[src/rtl/watchdog_multi_if.sv]
// Signal bundle for the multi-channel watchdog. The bench drives it through
// the master modport, and the watchdog core sits on the slave modport.
interface watchdog_multi_if #(
  parameter int NCH = 2
);
  logic           wdis_n;
  logic [NCH-1:0] wdog_n;
  logic [NCH-1:0] ch_en;
  logic           vblank;
  logic           clr_cause;
  logic           wdreset_n;
  logic [NCH-1:0] warn;
  logic [NCH-1:0] trip_cause;
  logic [7:0]     trip_count;

  modport master (
    output wdis_n, wdog_n, ch_en, vblank, clr_cause,
    input  wdreset_n, warn, trip_cause, trip_count
  );

  modport slave (
    input  wdis_n, wdog_n, ch_en, vblank, clr_cause,
    output wdreset_n, warn, trip_cause, trip_count
  );
endinterface

[src/rtl/watchdog_multi.sv]
// Multi-channel watchdog. Each channel counts vblank edges between kicks.
// A starved channel fires a fixed-length reset pulse, followed by a vblank holdoff.
module watchdog_multi #(
  parameter int NCH        = 2,
  parameter int CNT_W      = 4,
  parameter int TRIP       = 8,
  parameter int WARN       = 6,
  parameter int PULSE_LEN  = 16,
  parameter int HOLD_EDGES = 2
) (
  input logic            clk,
  input logic            reset,
  watchdog_multi_if.slave bus
);

  typedef enum logic [1:0] {RUN, FIRE, HOLD} state_t;

  localparam logic [CNT_W-1:0] TRIP_V     = CNT_W'(TRIP);
  localparam logic [CNT_W-1:0] WARN_V     = CNT_W'(WARN);
  localparam logic [7:0]       PULSE_LAST = 8'(PULSE_LEN - 1);
  localparam logic [3:0]       HOLD_LAST  = 4'((HOLD_EDGES == 0) ? 0 : HOLD_EDGES - 1);

  state_t           r_state;
  state_t           w_nextState;
  logic [CNT_W-1:0] r_cnt [NCH];
  logic             r_vblankD;
  logic             r_armed;
  logic [7:0]       r_pulseCnt;
  logic [3:0]       r_holdCnt;
  logic             r_wdresetN;
  logic [NCH-1:0]   r_tripCause;
  logic [7:0]       r_tripCount;
  logic             w_edge;
  logic [NCH-1:0]   w_tripMask;
  logic             w_trip;
  logic             w_pulseDone;
  logic             w_holdDone;
  logic [NCH-1:0]   w_warn;

  // r_armed masks the first clock after reset, so a vblank already high is not seen as an edge.
  assign w_edge      = bus.vblank & ~r_vblankD & r_armed;
  assign w_pulseDone = (r_pulseCnt == PULSE_LAST);
  assign w_holdDone  = w_edge && (r_holdCnt == HOLD_LAST);
  assign w_trip      = (r_state == RUN) && (|w_tripMask);

  always_comb begin
    w_tripMask = '0;
    w_warn     = '0;
    for (int i = 0; i < NCH; i++) begin
      w_tripMask[i] = bus.ch_en[i] && (r_cnt[i] == TRIP_V);
      w_warn[i]     = (r_state == RUN) && bus.ch_en[i] && (r_cnt[i] >= WARN_V);
    end
  end

  always_comb begin
    w_nextState = r_state;
    case (r_state)
      RUN:  if (w_trip) w_nextState = FIRE;
      FIRE: if (w_pulseDone) w_nextState = (HOLD_EDGES == 0) ? RUN : HOLD;
      HOLD: if (w_holdDone) w_nextState = RUN;
      default: w_nextState = RUN;
    endcase
  end

  // The pulse output is registered from the next-state decode, so it lines up exactly with FIRE.
  always_ff @(posedge clk or posedge reset) begin
    if (reset) begin
      r_state    <= RUN;
      r_wdresetN <= 1'b1;
      r_vblankD  <= 1'b0;
      r_armed    <= 1'b0;
    end else begin
      r_state    <= w_nextState;
      r_wdresetN <= (w_nextState != FIRE);
      r_vblankD  <= bus.vblank;
      r_armed    <= 1'b1;
    end
  end

  always_ff @(posedge clk or posedge reset) begin
    if (reset) begin
      for (int i = 0; i < NCH; i++) r_cnt[i] <= '0;
    end else begin
      for (int i = 0; i < NCH; i++) begin
        if ((r_state != RUN) || w_trip || !bus.ch_en[i] || !bus.wdog_n[i])
          r_cnt[i] <= '0;
        else if (w_edge && bus.wdis_n && (r_cnt[i] != TRIP_V))
          r_cnt[i] <= r_cnt[i] + CNT_W'(1);
      end
    end
  end

  always_ff @(posedge clk or posedge reset) begin
    if (reset) begin
      r_pulseCnt <= 8'd0;
      r_holdCnt  <= 4'd0;
    end else begin
      r_pulseCnt <= ((r_state == FIRE) && !w_pulseDone) ? r_pulseCnt + 8'd1 : 8'd0;
      if (r_state != HOLD || w_holdDone)
        r_holdCnt <= 4'd0;
      else if (w_edge)
        r_holdCnt <= r_holdCnt + 4'd1;
    end
  end

  // A new trip mask takes precedence over a clear arriving in the same cycle.
  always_ff @(posedge clk or posedge reset) begin
    if (reset) begin
      r_tripCause <= '0;
      r_tripCount <= 8'd0;
    end else if (w_trip) begin
      r_tripCause <= w_tripMask;
      r_tripCount <= (r_tripCount == 8'd255) ? 8'd255 : r_tripCount + 8'd1;
    end else if (bus.clr_cause) begin
      r_tripCause <= '0;
    end
  end

  assign bus.wdreset_n  = r_wdresetN;
  assign bus.warn       = w_warn;
  assign bus.trip_cause = r_tripCause;
  assign bus.trip_count = r_tripCount;

endmodule

[src/flat_wrapper.sv]
// flat-port wrapper written by rule: the top's interface ports become plain ports
module watchdog_multi_flat 
#(
  parameter int NCH        = 2,
  parameter int CNT_W      = 4,
  parameter int TRIP       = 8,
  parameter int WARN       = 6,
  parameter int PULSE_LEN  = 16,
  parameter int HOLD_EDGES = 2
)
  (clk, reset, bus_wdis_n, bus_wdog_n, bus_ch_en, bus_vblank, bus_clr_cause, bus_wdreset_n, bus_warn, bus_trip_cause, bus_trip_count);
  watchdog_multi_if #(.NCH(NCH)) bus_i ();
  input logic clk;
  input logic reset;
  input wire logic [$bits(bus_i.wdis_n)-1:0] bus_wdis_n;
  input wire logic [$bits(bus_i.wdog_n)-1:0] bus_wdog_n;
  input wire logic [$bits(bus_i.ch_en)-1:0] bus_ch_en;
  input wire logic [$bits(bus_i.vblank)-1:0] bus_vblank;
  input wire logic [$bits(bus_i.clr_cause)-1:0] bus_clr_cause;
  output wire logic [$bits(bus_i.wdreset_n)-1:0] bus_wdreset_n;
  output wire logic [$bits(bus_i.warn)-1:0] bus_warn;
  output wire logic [$bits(bus_i.trip_cause)-1:0] bus_trip_cause;
  output wire logic [$bits(bus_i.trip_count)-1:0] bus_trip_count;
  assign bus_i.wdis_n = bus_wdis_n;
  assign bus_i.wdog_n = bus_wdog_n;
  assign bus_i.ch_en = bus_ch_en;
  assign bus_i.vblank = bus_vblank;
  assign bus_i.clr_cause = bus_clr_cause;
  assign bus_wdreset_n = bus_i.wdreset_n;
  assign bus_warn = bus_i.warn;
  assign bus_trip_cause = bus_i.trip_cause;
  assign bus_trip_count = bus_i.trip_count;
  watchdog_multi #(.NCH(NCH), .CNT_W(CNT_W), .TRIP(TRIP), .WARN(WARN), .PULSE_LEN(PULSE_LEN), .HOLD_EDGES(HOLD_EDGES)) u_core (.clk(clk), .reset(reset), .bus(bus_i));
endmodule
[config.mk]
export PLATFORM = sky130hd
export DESIGN_NAME = watchdog_multi_flat
export DESIGN_NICKNAME = d
export VERILOG_FILES = /design/src/rtl/watchdog_multi_if.sv /design/src/rtl/watchdog_multi.sv /design/src/flat_wrapper.sv
export SDC_FILE = /design/constraint.sdc
export NUM_CORES = 1
export LEC_CHECK = 0
export CAP_MARGIN = 20
export CORE_MARGIN = 3
export CORE_UTILIZATION = 45
export CTS_BUF_LIST = sky130_fd_sc_hd__clkbuf_8
export DETAILED_ROUTE_END_ITERATION = 10
export PLACE_DENSITY = 0.78
export SKIP_LAST_GASP = 1
export SYNTH_ARGS = -nofsm -noshare
export SYNTH_HDL_FRONTEND = slang
export SYNTH_SLANG_ARGS = --single-unit
export TNS_END_PERCENT = 100
[constraint.sdc]
create_clock -name clk -period 2.01 [get_ports clk]
set_input_delay 0.201 -clock clk [delete_from_list [all_inputs] [get_ports clk]]
set_output_delay 0.201 -clock clk [all_outputs]
set_load 0.01 [all_outputs]
==> results.ini <==
[status]
run_status = finished clean

[job]
cap_violations = 0

[drt]
drt-pass1-iter-count = 4
drtIter0Drc = 62
wl_met1_um = 1588
dr_wl_met3_um = 162
vias_per_cell = 5.172
highest_layer = met4
vias = 1324
wl_per_cell_um = 12.37
met2_length_um = 1392
antenna_left = 0
wl_um = 3167
drc = 0

[floorplanning]
dieHeight_um = 69.04
die_area_um2 = 4766
initial_core_util_pct = 47.76
coreArea_um2 = 3744
io_pins = 22
num_rows = 22
dieWidth_um = 69.04

[yosys]
ys.flop_type = dfrtp_1
netlist_area_um2 = 1788
syn_avg_cell_area_um2 = 9.824
ys_seq_area_share_pct = 49.06
ys_types = 36
synth-seq-cells = 35
synth_edf_count = 0
ys_warn_count = 0
postSynthCellCount = 182
synthArstFlopShare_pct = 100.0
syn_nets = 201

[clock_network]
clock_sink_count = 35
clock_path_buffers = 2
cts_tree = done
ctsHtreeMaxLevel = 2
cts_buffers = 5
clk_pin_slew_ns = 0.07
cts_root_buffer = clkbuf_8
worstSkewPairLatency_ns = 0.29

[layout]
stdcell_count = 256
nets = 227
n_fill_cell = 331
area_growth_syn_to_layout_pct = 19.80
final_common_cell = dfrtp_1
drive_gt1_share_pct = 7.212
final_util_pct = 57.22
n_antenna_cell = 0
layout_common_cells = dfrtp_1, nor2_1, clkdlybuf4s50_1

[timing]
post-route-worst-setup-slack_ns = 0.2581
finalCritPeriodShare_pct = 87.16
skew_ns = 0.002509
drv_slew = 0
finalHoldViolations = 0
rsz0062_at_grt = false
fmax_mhz = 570.8
fin_crit_ns = 1.752
finalSetupViolCount = 0

[power]
leakagePower_uw = 0.0009171
cellPowerDensity_nw_per_um2 = 599.6
ir_worst_vdd_mv = 0.4280

[placed_design]
post-place-cells = 249
port_buffers = 21
gpl.final_weighted_congestion = 0.8546
place_hpwl_um = 2227
place_ws_ns = 0.0006252

[critical_path]
ff2ff_setup_slack_ns = 0.26
criticalPathCategory = flip-flop to flip-flop
start_kind = flip-flop
rr_startpoint = u_core.r_cnt[0]
arrival_ns = 1.92
cp-startpoint = u_core.r_cnt[0]
required_ns = 2.18
crit_fanout = 5
reg2regPathDepth = 6
worstSetupEndpoint = u_core.bus.trip_count[4]
reg2reg_to = u_core.bus.trip_count[4]
critPathCaptureType = flip-flop

[global_route]
antenna_found_initial = 0
grt_max_degree = 36
gr-total-overflow = 0
grt.total_usage_pct = 14.83
grt_pass1_wl_um = 5789
grt_pass1_vias = 1261

[worst_hold_path]
hp-class = input pin to asynchronous set/reset pin

[through the flow]
stage | hold WS (ns) | TNS, ns | cell area [um2] | total power (uW)
global route | 0.3642 | 0 | 2142 | 1350
CTS | 0.3187 | 0 | 2142 | 1305
global placement | 0.4404 | -0.02613 | 2054 | 789.3
finish | 0.3051 | 0 | 2142 | 1284
detailed placement | 0.4525 | 0 | 2054 | 789.7
floorplan | 0.2324 | 0 | 1788 | 759.5
[cell families (layout without fill, tap and decap cells)]
| group | after synthesis | count (layout) | synth area share, % |
|---|---|---|---|
| muxes | 3 | 3 | 1.889 |
| AOI/OAI and AO/OA | 24 | 24 | 8.677 |
| buffers and inverters | 14 | 40 | 3.149 |
| xor gates and xnor gates | 13 | 13 | 6.368 |
| DFF | 35 | 35 | 49.06 |
| and+or+nand+nor | 82 | 82 | 23.65 |
| other | 1 | 1 | 0.2097 |
| adders and majority gates | 10 | 10 | 6.998 |
[state kept, by name, indices dropped and copies added, names as in the netlist]
name,count
u_core.r_cnt,8
u_core.r_vblankD,1
u_core.bus.wdreset_n,1
u_core.bus.trip_count,8
u_core.r_pulseCnt,8
u_core.bus.trip_cause,2
u_core.r_holdCnt,4
u_core.r_state,2
u_core.r_armed,1
[layer usage]
metal | track usage [%] | vias up
li1 | - | 675
met1 | 20.67 | 620
met2 | 20.87 | 26
met3 | 5.831 | 3
met4 | 5.206 | 0
met5 | 0 | -
[cell type report]
class | instances | area [um2] | area share, %
Tap cell | 48 | 60.06 | 2.804
Clock inverter | 1 | 5.005 | 0.2336
Timing Repair Buffer | 23 | 222.7 | 10.40
Sequential cell | 35 | 877.1 | 40.95
Clock buffer | 6 | 82.58 | 3.855
Multi-Input combinational cell | 133 | 857.1 | 40.01
Inverter | 10 | 37.54 | 1.752
[power by group]
part	internal (uW)	switching, uW
Clock	268	239
Sequential	709	3.75
Combinational	30.0	33.7
[worst min path at each step]
stage                    startpoint                   end  slack, ns  cells after the start
2_1_floorplan            bus_vblank      u_core.r_vblankD       0.23                      0
3_3_place_gp   u_core.r_pulseCnt[0]  u_core.r_pulseCnt[0]       0.44                      1
3_5_place_dp   u_core.r_pulseCnt[0]  u_core.r_pulseCnt[0]       0.45                      1
4_1_cts                       reset   u_core.r_holdCnt[1]       0.32                      3
5_1_grt                       reset   u_core.r_holdCnt[1]       0.36                      3
6_report                      reset   u_core.r_holdCnt[1]       0.31                      3
[cell usage after synthesis, types with 2 or more instances]
library cell  count  share of area [%]
dfrtp_1          34                 48
nor2_1           23                4.8
nand2_1          18                3.8
a21oi_1          10                2.8
ha_1             10                7.0
inv_1            10                2.1
nand3_1           8                2.2
nand4_1           8                2.8
xnor2_1           7                3.4
xor2_1            6                2.9
o21ai_0           5                1.4
nand2b_1          4                1.4
nand3b_1          4                1.7
and3_1            3                1.0
and3b_1           3                1.5
clkbuf_1          3               0.63
a31oi_1           2               0.70
and2_1            2               0.70
mux2_1            2                1.3
nor2b_1           2               0.70
o21a_1            2               0.84
or3_1             2               0.70
[timing repair]
action	4_1_cts	5_1_grt
hold buffers	0	0
gates resized for setup	3	0
setup endpoints to repair	2	0
buffers inserted	0	0
[worst max-delay path, stage by stage (launching register included)]
cell and delay [ns]:
dfrtp_1 0.40, inv_1 0.11, ha_1 0.17, nand3b_1 0.19, o22ai_4 0.29, nand4_1 0.13, mux2_1 0.33
Note: power is estimated with default switching activity, not from simulation.
